==> src/rtl/control_path_mc.sv <==
// Multi-cycle control path: PC, instruction register and a FETCH/EXEC/MEM/HALT FSM
// that drives the register-file, function-unit and data-memory strobes.
module control_path_mc #(
    parameter int unsigned RAW = 4,
    parameter int unsigned PCW = 6,
    parameter int unsigned DW  = 4
) (
    input  logic               clk_main_i,
    input  logic               reset_i,
    input  logic [3*RAW+3:0]   instr_in_i,
    input  logic               instr_valid_i,
    input  logic               mem_ready_i,
    input  logic               z_i,
    input  logic               n_i,
    input  logic [DW-1:0]      bus_a_i,
    input  logic               resume_i,
    output logic [PCW-1:0]     pc_o,
    output logic [RAW-1:0]     dr_o,
    output logic [RAW-1:0]     sa_o,
    output logic [RAW-1:0]     sb_o,
    output logic [3:0]         fs_o,
    output logic               mb_o,
    output logic               md_o,
    output logic               rw_o,
    output logic               mw_o,
    output logic               mr_o,
    output logic               halted_o,
    output logic [1:0]         state_o
);

    typedef enum logic [1:0] {
        StFetch = 2'd0,
        StExec  = 2'd1,
        StMem   = 2'd2,
        StHalt  = 2'd3
    } state_e;

    state_e             state_q, state_d;
    logic [PCW-1:0]     pc_q, pc_d;
    logic [3*RAW+3:0]   ir_q, ir_d;

    logic [3:0]         opcode;
    logic [PCW-1:0]     br_off;
    logic [PCW-1:0]     br_target;

    assign opcode = ir_q[3*RAW+3:3*RAW];
    assign dr_o   = ir_q[3*RAW-1:2*RAW];
    assign sa_o   = ir_q[2*RAW-1:RAW];
    assign sb_o   = ir_q[RAW-1:0];

    // Sign-extend (or truncate) the DR field into a PC-wide branch offset.
    assign br_off    = PCW'($signed(dr_o));
    assign br_target = pc_q + br_off;

    always_ff @(posedge clk_main_i or posedge reset_i) begin
        if (reset_i) begin
            state_q <= StFetch;
            pc_q    <= '0;
            ir_q    <= '0;
        end else begin
            state_q <= state_d;
            pc_q    <= pc_d;
            ir_q    <= ir_d;
        end
    end

    always_comb begin
        state_d  = state_q;
        pc_d     = pc_q;
        ir_d     = ir_q;
        fs_o     = 4'h0;
        mb_o     = 1'b0;
        md_o     = 1'b0;
        rw_o     = 1'b0;
        mw_o     = 1'b0;
        mr_o     = 1'b0;
        halted_o = 1'b0;

        unique case (state_q)
            StFetch: begin
                if (instr_valid_i) begin
                    ir_d    = instr_in_i;
                    pc_d    = pc_q + PCW'(1);
                    state_d = StExec;
                end
            end
            StExec: begin
                state_d = StFetch;
                if (!opcode[3]) begin
                    fs_o = opcode;
                    rw_o = 1'b1;
                end else begin
                    case (opcode)
                        4'h8: begin
                            fs_o = 4'h2;
                            mb_o = 1'b1;
                            rw_o = 1'b1;
                        end
                        4'h9: begin
                            mr_o    = 1'b1;
                            state_d = StMem;
                        end
                        4'hA: begin
                            mw_o    = 1'b1;
                            state_d = StMem;
                        end
                        4'hB: if (z_i) pc_d = br_target;
                        4'hC: if (n_i) pc_d = br_target;
                        4'hD: pc_d = PCW'(bus_a_i);
                        4'hF: state_d = StHalt;
                        default: ;
                    endcase
                end
            end
            StMem: begin
                // Only LD and ST ever enter MEM, so opcode bit 0 picks between them.
                if (opcode == 4'h9) begin
                    mr_o = 1'b1;
                    if (mem_ready_i) begin
                        md_o    = 1'b1;
                        rw_o    = 1'b1;
                        state_d = StFetch;
                    end
                end else begin
                    mw_o = 1'b1;
                    if (mem_ready_i) state_d = StFetch;
                end
            end
            StHalt: begin
                halted_o = 1'b1;
                if (resume_i) state_d = StFetch;
            end
            default: state_d = StFetch;
        endcase
    end

    assign pc_o    = pc_q;
    assign state_o = state_q;

endmodule

==> config.mk <==
export PLATFORM = sky130hd
export DESIGN_NAME = control_path_mc
export DESIGN_NICKNAME = d
export VERILOG_FILES = /design/src/rtl/control_path_mc.sv
export SDC_FILE = /design/constraint.sdc
export NUM_CORES = 1
export LEC_CHECK = 0
export ABC_AREA = 1
export CAP_MARGIN = 20
export CORE_MARGIN = 3
export CORE_UTILIZATION = 48
export CTS_BUF_LIST = sky130_fd_sc_hd__clkbuf_8
export DETAILED_ROUTE_END_ITERATION = 7
export PLACE_DENSITY = 0.82
export SYNTH_ARGS = -nofsm -noshare
export SYNTH_HDL_FRONTEND = slang
export SYNTH_SLANG_ARGS = --single-unit
==> constraint.sdc <==
create_clock -name clk_main_i -period 2.2 [get_ports clk_main_i]
set_clock_uncertainty 0.2 [all_clocks]
set_input_delay 0.44 -clock clk_main_i [delete_from_list [all_inputs] [get_ports clk_main_i]]
set_output_delay 0.44 -clock clk_main_i [all_outputs]
set_load 0.05 [all_outputs]
Word level (Yosys, flattened, before mapping)
Index checks and enable logic that the tools add are counted.
- bits in registers: 24
- input bits: 27
- output and inout bits: 30
- logic and storage cells: 59
- $add $sub $neg: 2
- eq/ne operators: 17
- muxes and demuxes: 31
- reductions and logical operators: 6
- operators with widths (cell ; count):
    4-bit equality test (second input constant) ; 7
    6-bit two-way mux ; 4
    6-bit one-hot mux with 3 select lines ; 1
    1-bit two-way mux ; 13
    6-bit one-hot mux with 2 select lines ; 1
    2-bit two-way mux ; 5
    2-bit != test (second input constant) ; 4
    2-bit one-hot mux with 4 select lines ; 1
    6-bit by 1-bit adder with 6-bit output (second input constant) ; 1
    6-bit adder ; 1
    3-bit two-way mux ; 2
    3-bit != test (second input constant) ; 2
    1-bit one-hot mux with 2 select lines ; 3
    6-bit AND reduction ; 1
    2-bit equality test (second input constant) ; 2
    4-bit by 2-bit != test with 1-bit output (second input constant) ; 1
    2-bit one-hot mux with 2 select lines ; 1
    3-bit AND reduction ; 1
    2-bit by 1-bit equality test with 1-bit output (second input constant) ; 1
    2-bit zero test ; 1
    2-bit AND reduction ; 1
    2-bit nonzero test ; 1
    2-bit OR reduction ; 1

Depth between registers and ports, before layout
- word-level depth: 5
- gate-level depth with buffers: 10
- mapped depth without buffers: 10

Worst setup path before layout
No wires, ideal clock.
- path type: reg-to-output
- start point: register state_q[1], in the netlist state_o[1]
- end point: output port mr_o
- data arrival time: 2.437 ns
- setup slack: -0.877 ns
- stages on the path, launching flop included: 6
- cell sequence: dfrtp_1 inv_1 ha_1 clkbuf_1 nor2_1 nor3_1
- longest elaborated chain between the ends: 2
- elaborated cells between the ends (all ways): 3
- RTL lines (element ; line ; source):
    from (decl) ; 38 ; state_e state_q, state_d;
    from (signal assigned) ; 57 ; state_q <= StFetch;
    from (signal assigned) ; 61 ; state_q <= state_d;
    2-bit equality test or 2-bit by 1-bit equality test with 1-bit output (tied branches) ; 79 ; unique case (state_q)
    1-bit one-hot mux with 2 select lines (*) ; 79 ;
    to (decl) ; 26 ; output logic mr_o,
Mark *: on every way between the ends. The rest lies on a longest branch, timed or not.

Final worst setup path
- start point: register state_q[0], in the netlist state_o[0]
- end point: output port mr_o
Same word-level chain as after synthesis.

==> impl_metrics.tcl <==
set metrics [dict create \
    synth-main-ff-cell "dfrtp_1" \
    nNetsFinal 323 \
    wl_per_cell_um 13.3 \
    netlist.area_leader.share_pct 34.2 \
    ys_types 31 \
    setup_ws_ns -0.0408 \
    via_count 1666 \
    initialDrtViolationCount 95 \
    crit_slowest_cell "dfrtp_2" \
    yosysSeqAreaShare_pct 34.2 \
    fin_cells 330 \
    async_reset_ff_share_pct 100 \
    wl_mm 4.37 \
    path_cells "buf_12, ha_4, buf_8, nor2_1, nor3_4, buf_12" \
    critPathKind "flip-flop to output pin" \
    clk_latency_ns 0.27 \
    initial_utilization_pct 51.4 \
    syn_avg_cell_area_um2 7.69 \
    slew_viol_final 0 \
    core_um2 3420 \
    finalSetupViolCount 4 \
    grt_pass1_wl_mm 6.86 \
    yosys.area.top_type "dfrtp_1" \
    synth_most_common_cell "nand2_1" \
    timing.fmax_mhz 446 \
    clk_pin_slew_ns 0.10 \
    arrival_ns 1.60 \
    grt_pass1_vias 1600 \
    hold_path.class "primary input to async pin" \
    die_h_um 66.5 \
    rows 21 \
    fin_crit_sh_pct 102 \
    cts_root_buf "clkbuf_8" \
    fin_crit_ns 2.24 \
    power_density_nw_per_um2 1750 \
    crit_top_cell "buf_12" \
    grt_overflow_total 0 \
    syn_inst 228 \
    yosys_warnings 0 \
    irDropWorstVdd_uv 904 \
    critPathMaxStageDelay_ns 0.46 \
    ctsHoldBuffers 0 \
    holdWs_ns 0.313 \
    hold_violations 0 \
    finalSetupTns_ns -0.106 \
    syn_area_um2 1750 \
    synth-edff-count 0 \
    grt_max_degree 25 \
    antenna_cells 0 \
    antenna_found_initial 0 \
    drc 0 \
    syn_to_final_growth_pct 48.1 \
    dieWidth_um 66.5 \
    power.total_mw 4.55 \
    max_cap_viol_count 0 \
    fin_util_pct 76.0 \
    drive_gt1_share_pct 27.5 \
    place_congestion 0.881 \
    end_kind "output pin" \
    cp.required_ns 1.56 \
    hpwl_mm 3.15 \
    slew_headroom_pct 66.2 \
    port_buffers 55 \
    cp_max_fo 5 \
    cts_sinks 24 \
    cts_tree "built" \
    io_pins 57 \
    ys_ff_latch 24 \
    cts_buffers 3 \
    rsz0062_at_grt "true" \
    syn_nets 266 \
    ant_nets 0 \
    worst_slew_pin_slew_ns 0.506 \
    violations "setup timing" \
    start_kind "flip-flop" \
    die_area_um2 4420 \
    drt_first_pass_iters 4 \
    ys_top_cells_by_count "50 x nand2_1, 26 x inv_1, 26 x nor2_1" \
    p_leak_nw 1.24 \
    vias_per_cell 5.05 \
    cts_max_path_buffers 2 \
    cts.htree.levels 1 \
    grt_usage_pct 20.0 \
    outcome "finished with violations" \
    dp_cells 316 \
    synthTopCellsByArea "dfrtp_1 34%, nand2_1 11%, ha_1 7.1%, mux2_2 7.1%, buf_4 6.0%" \
]
==> power breakdown <==
group / leakage [nW] / internal (mW) / switching [mW] / total (mW)
Clock: 0.0357 / 0.243 / 0.149 / 0.393
Sequential: 0.280 / 0.661 / 0.233 / 0.895
Combinational: 0.927 / 1.28 / 1.99 / 3.26
==> per-stage QoR <==
stage	instance area, µm²	setup WS [ns]
2_1_floorplan	1790	-0.0661
3_3_place_gp	2380	0.134
3_5_place_dp	2380	0.106
4_1_cts	2500	-0.00393
5_1_grt	2600	-0.0878
6_report	2600	-0.0408
==> path summary, 6_finish.rpt <==
| kind | from | end | slack (ns) | depth (start not counted) |
|---|---|---|---|---|
| max reg2reg | state_o[0]$_DFFE_PP0P_ | pc_o[5]$_DFFE_PP0P_ | 0.10 | 11 |
| min reg2reg | ir_q[4]$_DFFE_PP0P_ | ir_q[4]$_DFFE_PP0P_ | 0.31 | 1 |
| min | reset_i | ir_q[12]$_DFFE_PP0P_ | 0.31 | 3 |
| min in group clk_main_i | ir_q[4]$_DFFE_PP0P_ | ir_q[4]$_DFFE_PP0P_ | 0.31 | 1 |
| max | state_o[0]$_DFFE_PP0P_ | mr_o | -0.04 | 6 |
| max in group asynchronous | reset_i | state_o[0]$_DFFE_PP0P_ | 1.23 | 3 |
==> cells by family after synthesis <==
| group | synth area share [%] |
|---|---|
| muxes | 7.06 |
| adders and majority gates | 8.27 |
| and+or+nand+nor | 25.6 |
| AOI/OAI and AO/OA | 10.2 |
| DFF | 34.2 |
| other | 0.214 |
| buffers and inverters | 12.9 |
| xor gates and xnor gates | 1.50 |
==> timing repair <==
item                                    in CTS  in global routing
pin swaps                                    5                  2
hold endpoints to repair                     0                  0
resized for setup                           12                  7
buffers inserted                             1                  9
endpoints found under the setup margin       4                  4
==> worst max-delay path, delay by kind of cell (launching register included) <==
family,cells,cell delay [ns]
AND/OR/NAND/NOR,2,0.29
buffers and inverters,3,0.41
flip-flops,1,0.46
adder cells (fa/ha/maj),1,0.17
==> state kept, by name, indices dropped and copies added (netlist names) <==
register and cells:
ir_q 16, pc_o 6, state_o 2
==> cell type report <==
cell class	count	area (µm²)
clock buffers	3	41.3
clock inverters	1	30.0
repair buffers	69	748
fillers	257	818
well taps	46	57.6
multi-input cells	158	1010
flip-flops and latches	24	603
inverters	29	111
==> layer usage <==
metal	part of all wire, %	global-route usage [%]
met2	56	35.9
met1	38	24.8
met4	0.80	4.82
met3	4.8	3.04
met5	0	0
==> cell usage in the layout, fill, tap and decap left out, drive strengths merged, types with 3 or more instances in the layout <==
master,count
inv,29
clkbuf,3
o211ai,3
a21oi,12
nand2,52
nand3,15
o21ai,13
dfrtp,24
clkdlybuf4s50,37
buf,31
nor2,31
mux2,11
ha,10
(Power assumes the default switching activity.)
==> edit 1: new RTL, same flow settings <==
Reset style: synchronous (`reset_i`), changed in one clocked block.
--- a/src/rtl/control_path_mc.sv
+++ b/src/rtl/control_path_mc.sv
@@ -52,7 +52,7 @@
     assign br_off    = PCW'($signed(dr_o));
     assign br_target = pc_q + br_off;
 
-    always_ff @(posedge clk_main_i or posedge reset_i) begin
+    always_ff @(posedge clk_main_i) begin
         if (reset_i) begin
             state_q <= StFetch;
             pc_q    <= '0;
Formal check against the unedited RTL: differs if reset_i is asserted again (counterexample within 4 cycles, from zero or initial values and one cycle with reset_i high); with reset_i held inactive, the same outputs for 10 cycles.
==> edit 1 against the unedited design <==
  * The run still ends with setup timing left
  * Largest cell class unchanged
  * Setup slack improved by 0.028 ns
  * Worst hold slack got worse by 0.022 ns
  * Core utilization decreased by 1.9 points
  * Cell area fell by 3.3%
  * First-iteration DRC count rose by 13%
  * Synthesized area is 2.0% lower
  * Critical path type unchanged
  * Count of clock-buffer cells in the layout unchanged
  * Sequential cell count unchanged
  * Via count increased by 7.8%
  * Highest routed layer unchanged
  * Routed wire length rose by 1.5%
Power is not compared: it rests on default switching activity, and its combinational part moved more than twofold at a synthesized area within 25%.
==> edit 1: results (changes against the unedited design) <==
GRT
  – GRT Overall Usage: 21.5% (was 20.0%)
  – Pin count of the biggest net entering global routing: 25 (unchanged)
  – First-pass GRT wire length: 7310 µm (was 6860 µm)
  – Initial antenna violation count: 0 (unchanged)
  – Vias in the first global route: 1657 (was 1600)

Synth
  – Synth top cells by count: 50 x nor2_1, 48 x nand2_1, 31 x inv_1 (was 50 x nand2_1, 26 x inv_1, 26 x nor2_1)
  – Ys async rst share: 0% (was 100%)
  – Syn Area/Cell: 6.34 µm² (was 7.69 µm²)
  – Seq/Total Area, Yosys: 27.9% (was 34.2%)
  – Ranking of synthesized cells by area: dfxtp_1 28%, nor2_1 11%, nand2_1 10% (was dfrtp_1 34%, nand2_1 11%, ha_1 7.1%)
  – Post-synth EDFFs: 0 (unchanged)
  – Synth warn: 0 (unchanged)
  – Post-synth top flop: dfxtp_1 (was dfrtp_1)
  – Syn_nets: 309 (was 266)
  – Synth unique cells: 29 (was 31)

Finish
  – Top reg by flops: ir_q (unchanged)
  – Finished Cell Area: 0.00251 mm² (was 0.00260 mm²)
  – Max reg flops: 16 (unchanged)
  – ANT cells: 0 (unchanged)
  – Fillers: 271 (was 257)
  – Layout cell share with drive strength beyond 1: 21.8% (was 27.5%)
  – Final nets: 360 (was 323)

Worst setup path
  – WP data arrival: 1.57 ns (was 1.60 ns)
  – Worst-path fanout max: 4 (was 5)

Timing
  – Finish-stage setup viols: 1 (was 4)
  – Post-route setup slack: -0.0129 ns (was -0.0408 ns)
  – Slew margin rel.: 66.0% (was 66.2%)

Hold path
  – Min-delay worst type: flip-flop to flip-flop (was primary input to async pin)

Power and ir drop
  – Peak supply drop: 0.549 mV
  – Net Switching: 1270 µW
  – Lkg Pwr: 0.00115 µW

Placement
  – HPWL Detailed: 3430 µm (was 3150 µm)
  – Dpl cell area: 0.00238 mm² (about the same)
  – PortBufs: 55 (unchanged)
  – Placer Congestion: 0.911 (was 0.881)

Drt
  – 1st-pass router iterations: 4 (unchanged)
  – WL final: 4440 µm (was 4370 µm)
  – 1st-iter DRT viols: 107 (was 95)
  – Routed length per placed instance: 12.1 µm (was 13.3 µm)
  – Vias per inst: 4.89 (was 5.05)

Clock network
  – CTS clk-pin slew, worst paths: 0.09 ns
  – Cts hold-fix bufs: 0 (unchanged)
  – CTS buffer count: 3 (unchanged)
  – Buffer levels on the longest clock path: 2 (unchanged)
  – Htree depth: 1 (unchanged)
  – Clk Latency, worst-skew pair: 0.27 ns (about the same)
  – Clock root cell: clkbuf_8 (unchanged)

Status
  – Status: finished with violations (unchanged)
  – Violated checks: setup timing (unchanged)
[edit 1: final cells by class]
type | count | area [µm²] | area share, %
clock buffer | 3 | 41.3 | 1.64
clock inverter | 1 | 30.0 | 1.20
inverter | 36 | 140 | 5.58
multi-input combinational | 191 | 1070 | 42.5
sequential | 24 | 488 | 19.4
tap | 46 | 57.6 | 2.29
timing repair buffer | 66 | 687 | 27.3
[edit 1: critical path: stages, from the launching register on]
cell and delay [ns]:
dfxtp_4 0.37, inv_4 0.04, ha_4 0.17, nand2_4 0.07, nor3_4 0.04, or2_4 0.26
o21ai_4 0.15, inv_4 0.05, buf_12 0.14
[edit 1: worst paths after layout]
path	to	slack (ns)	depth (start not counted)	startpoint
max	rw_o	-0.01	8	state_o[1]
min	ir_q[5]	0.29	2	ir_q[5]
max reg2reg	pc_o[2]	0.34	9	pc_o[0]
min reg2reg	ir_q[5]	0.29	2	ir_q[5]
[edit 1: power groups by stage]
stage	clock [µW]	sequential, µW	combinational (µW)
after CTS	403	666	1580
after floorplan	0	810	983
after detailed placement	0	679	1520
after global routing	415	684	1730
after global placement	0	674	1490
final	398	668	1580
[edit 1: routing by layer]
layer / up-vias / wire (µm) / GRT usage, %
li1: 939 / - / -
met1: 792 / 1840 / 24.6
met2: 56 / 2270 / 39.8
met3: 9 / 271 / 5.95
met4: 0 / 55 / 3.63
met5: - / 0 / 0
[edit 1: metrics by stage]
step	hold slack, ns	utilization, %	setup WS, ns	TNS (ns)
after global placement	0.267	70.2	0.179	0
final	0.291	74.1	-0.0129	-0.0129
after CTS	0.295	73.8	-0.0497	-0.0769
after global routing	0.307	74.1	-0.0603	-0.142
after floorplan	0.256	-	-0.0584	-0.108
after detailed placement	0.274	70.2	0.142	0
[edit 1: logic make-up (layout without fill, tap and decap cells)]
| logic type | Yosys count | after routing | synth area share (%) |
|---|---|---|---|
| AO/OA/AOI/OAI | 45 | 45 | 13.7 |
| adder cells (fa/ha/maj) | 11 | 11 | 8.44 |
| AND/OR/NAND/NOR | 132 | 132 | 33.2 |
| other | 1 | 1 | 0.218 |
| buffers and inverters | 56 | 106 | 15.5 |
| flip-flops | 24 | 24 | 27.9 |
| XOR/XNOR | 2 | 2 | 1.02 |
[edit 1: timing repair]
item,CTS,global route
endpoints found under the setup margin,3,5
pin swaps,4,2
resized for setup,4,4
setup buffers,4,0
==> edit 2: new RTL, same settings <==
Without the edit above. `DW`: 4 -> 3.
--- a/src/rtl/control_path_mc.sv
+++ b/src/rtl/control_path_mc.sv
@@ -3,7 +3,7 @@
 module control_path_mc #(
     parameter int unsigned RAW = 4,
     parameter int unsigned PCW = 6,
-    parameter int unsigned DW  = 4
+    parameter int unsigned DW  = 3
 ) (
     input  logic               clk_main_i,
     input  logic               reset_i,
Interface: changed (resized bus_a_i); port bits go from 57 to 56. No check against the original RTL was run, so the function may have changed too.
==> edit 2 against the unedited design <==
  * Count of clock-buffer cells in the layout unchanged
  * Cell area down 5.1%
  * Total power down 4.2%
  * Synthesized area down 2.4%
  * Routed wire length down 0.78%
  * Sequential cell count unchanged
  * Setup slack better by 0.057 ns
  * Synthesized cell count down 2.2%
  * Highest routed layer unchanged
==> edit 2: results (changes against the unedited design) <==
Finish
  – #MultiIn Comb: 156 (was 158)
  – Layout Utilization: 72.7% (was 76.0%)
  – Clock buf/inv share: 2.89% (was 2.75%)
  – FF/Latch Area: 607 µm² (was 603 µm²)
  – Data buffer area share: 27.0% (was 28.8%)
  – Fraction of area in multi-input gates: 39.1% (was 38.7%)
  – Layout cell share with drive strength beyond 1: 27.7% (was 27.5%)
  – FFs & Latches: 24 (unchanged)
  – Repair and plain buffers: 64 (was 69)
  – Inverter count: 26 (was 29)
  – Multi-input logic area: 963 µm² (was 0.00101 mm²)

Placement
  – Placer Congestion: 0.902 (was 0.881)
  – PortBufs: 54 (was 55)
  – Post-Place Cells: 312 (was 316)
  – Dpl cell area: 0.00232 mm² (was 0.00238 mm²)
  – Pre-CTS setup slack: 0.139 ns (was 0.106 ns)

Worst setup path
  – Reg2reg end: pc_o[4] (was pc_o[5])
  – Worst-path fanout max: 5 (unchanged)
  – R2r setup slk: 0.18 ns (was 0.10 ns)
  – Worst setup path start: state_o[1] (was state_o[0])
  – FF-to-FF Start: pc_o[1] (was state_o[0])
  – Worst setup endpoint: fs_o[1] (was mr_o)
  – WP data arrival: 1.54 ns (was 1.60 ns)

Hold path
  – Min-delay worst type: primary input to async pin (unchanged)

GRT
  – Met3 Usage GRT: 4.79% (was 3.04%)
  – M1 GR Usage: 25.9% (was 24.8%)
  – Met2 GRT Util: 36.4% (was 35.9%)
  – GRT Overall Usage: 20.7% (was 20.0%)
  – Gr ovfl total: 0 (unchanged)
  – First-pass GRT wire length: 6940 µm (was 6860 µm)
  – Vias in the first global route: 1526 (was 1600)

Power and ir drop
  – Combinational fraction of design power: 70.4% (was 71.7%)
  – Switching share of power: 53.0% (was 52.1%)
  – Peak supply drop: 0.852 mV (was 0.904 mV)
  – Seq. pwr: 893 µW (was 895 µW)
  – Final Power: 4360 µW (was 4550 µW)
  – Lkg Pwr: 0.00116 µW (was 0.00124 µW)

Clock network
  – Post_cts resized: 6 (was 12)
  – Setup bufs post-CTS: 2 (was 1)

Timing
  – Tcrit/Tclk final: 99.3% (was 102%)
  – Worst Tran Pin Value: 0.504 ns (was 0.506 ns)
  – Worst hold slack: 0.305 ns (was 0.313 ns)

Synth
  – Adder-Cell Fraction of Synth Area: 8.48% (was 8.27%)
  – Ranking of synthesized cells by area: dfrtp_1 35%, nand2_1 11%, ha_1 7.3% (was dfrtp_1 34%, nand2_1 11%, ha_1 7.1%)
  – Post-synthesis mux area share: 7.24% (was 7.06%)
  – Compound-Gate Fraction of Synth Area: 10.0% (was 10.2%)
  – Seq/Total Area, Yosys: 35.1% (was 34.2%)
  – Mapped Cells: 223 (was 228)
  – Syn_nets: 260 (was 266)
  – Post-synthesis xor/xnor area fraction: 2.05% (was 1.50%)
  – Synth unique cells: 30 (was 31)

Status
  – Status: completed (was finished with violations)

Drt
  – Vias per inst: 4.99 (was 5.05)
  – Routed length per placed instance: 13.6 µm (was 13.3 µm)
  – WL final: 4340 µm (was 4370 µm)
## edit 2: changes by cell type after synthesis, sizes merged
| cell | unedited run | this run |
|---|---|---|
| a21oi | 12 | 13 |
| inv | 29 | 26 |
| buf | 15 | 16 |
| clkbuf | 2 | 1 |
| nand3 | 15 | 14 |
| nand2 | 52 | 50 |
| o21ai | 13 | 12 |
| o211ai | 3 | 2 |
| xor2 | 1 | 2 |
| or2 | 0 | 1 |
## edit 2: critical path, stage by stage, from the launching register on
cell and delay, ns:
dfrtp_2 0.42, inv_2 0.10, ha_4 0.19, nand3_4 0.08, o21ai_2 0.16, o21a_2 0.18
buf_12 0.14
## edit 2: cell families (layout without fill, tap and decap cells)
group	after synthesis	count (layout)
simple gates	98	98
buf+inv	43	94
compound gates	31	31
flops	24	24
fa+ha+maj	11	11
mux	11	11
xor+xnor	4	4
other cells	1	1
## edit 2: layer usage
metal  wire length [µm]  up-vias
met1               1820      733
met3                237        4
met5                  0        -
met4                 28        0
met2               2250       53
li1                   -      806
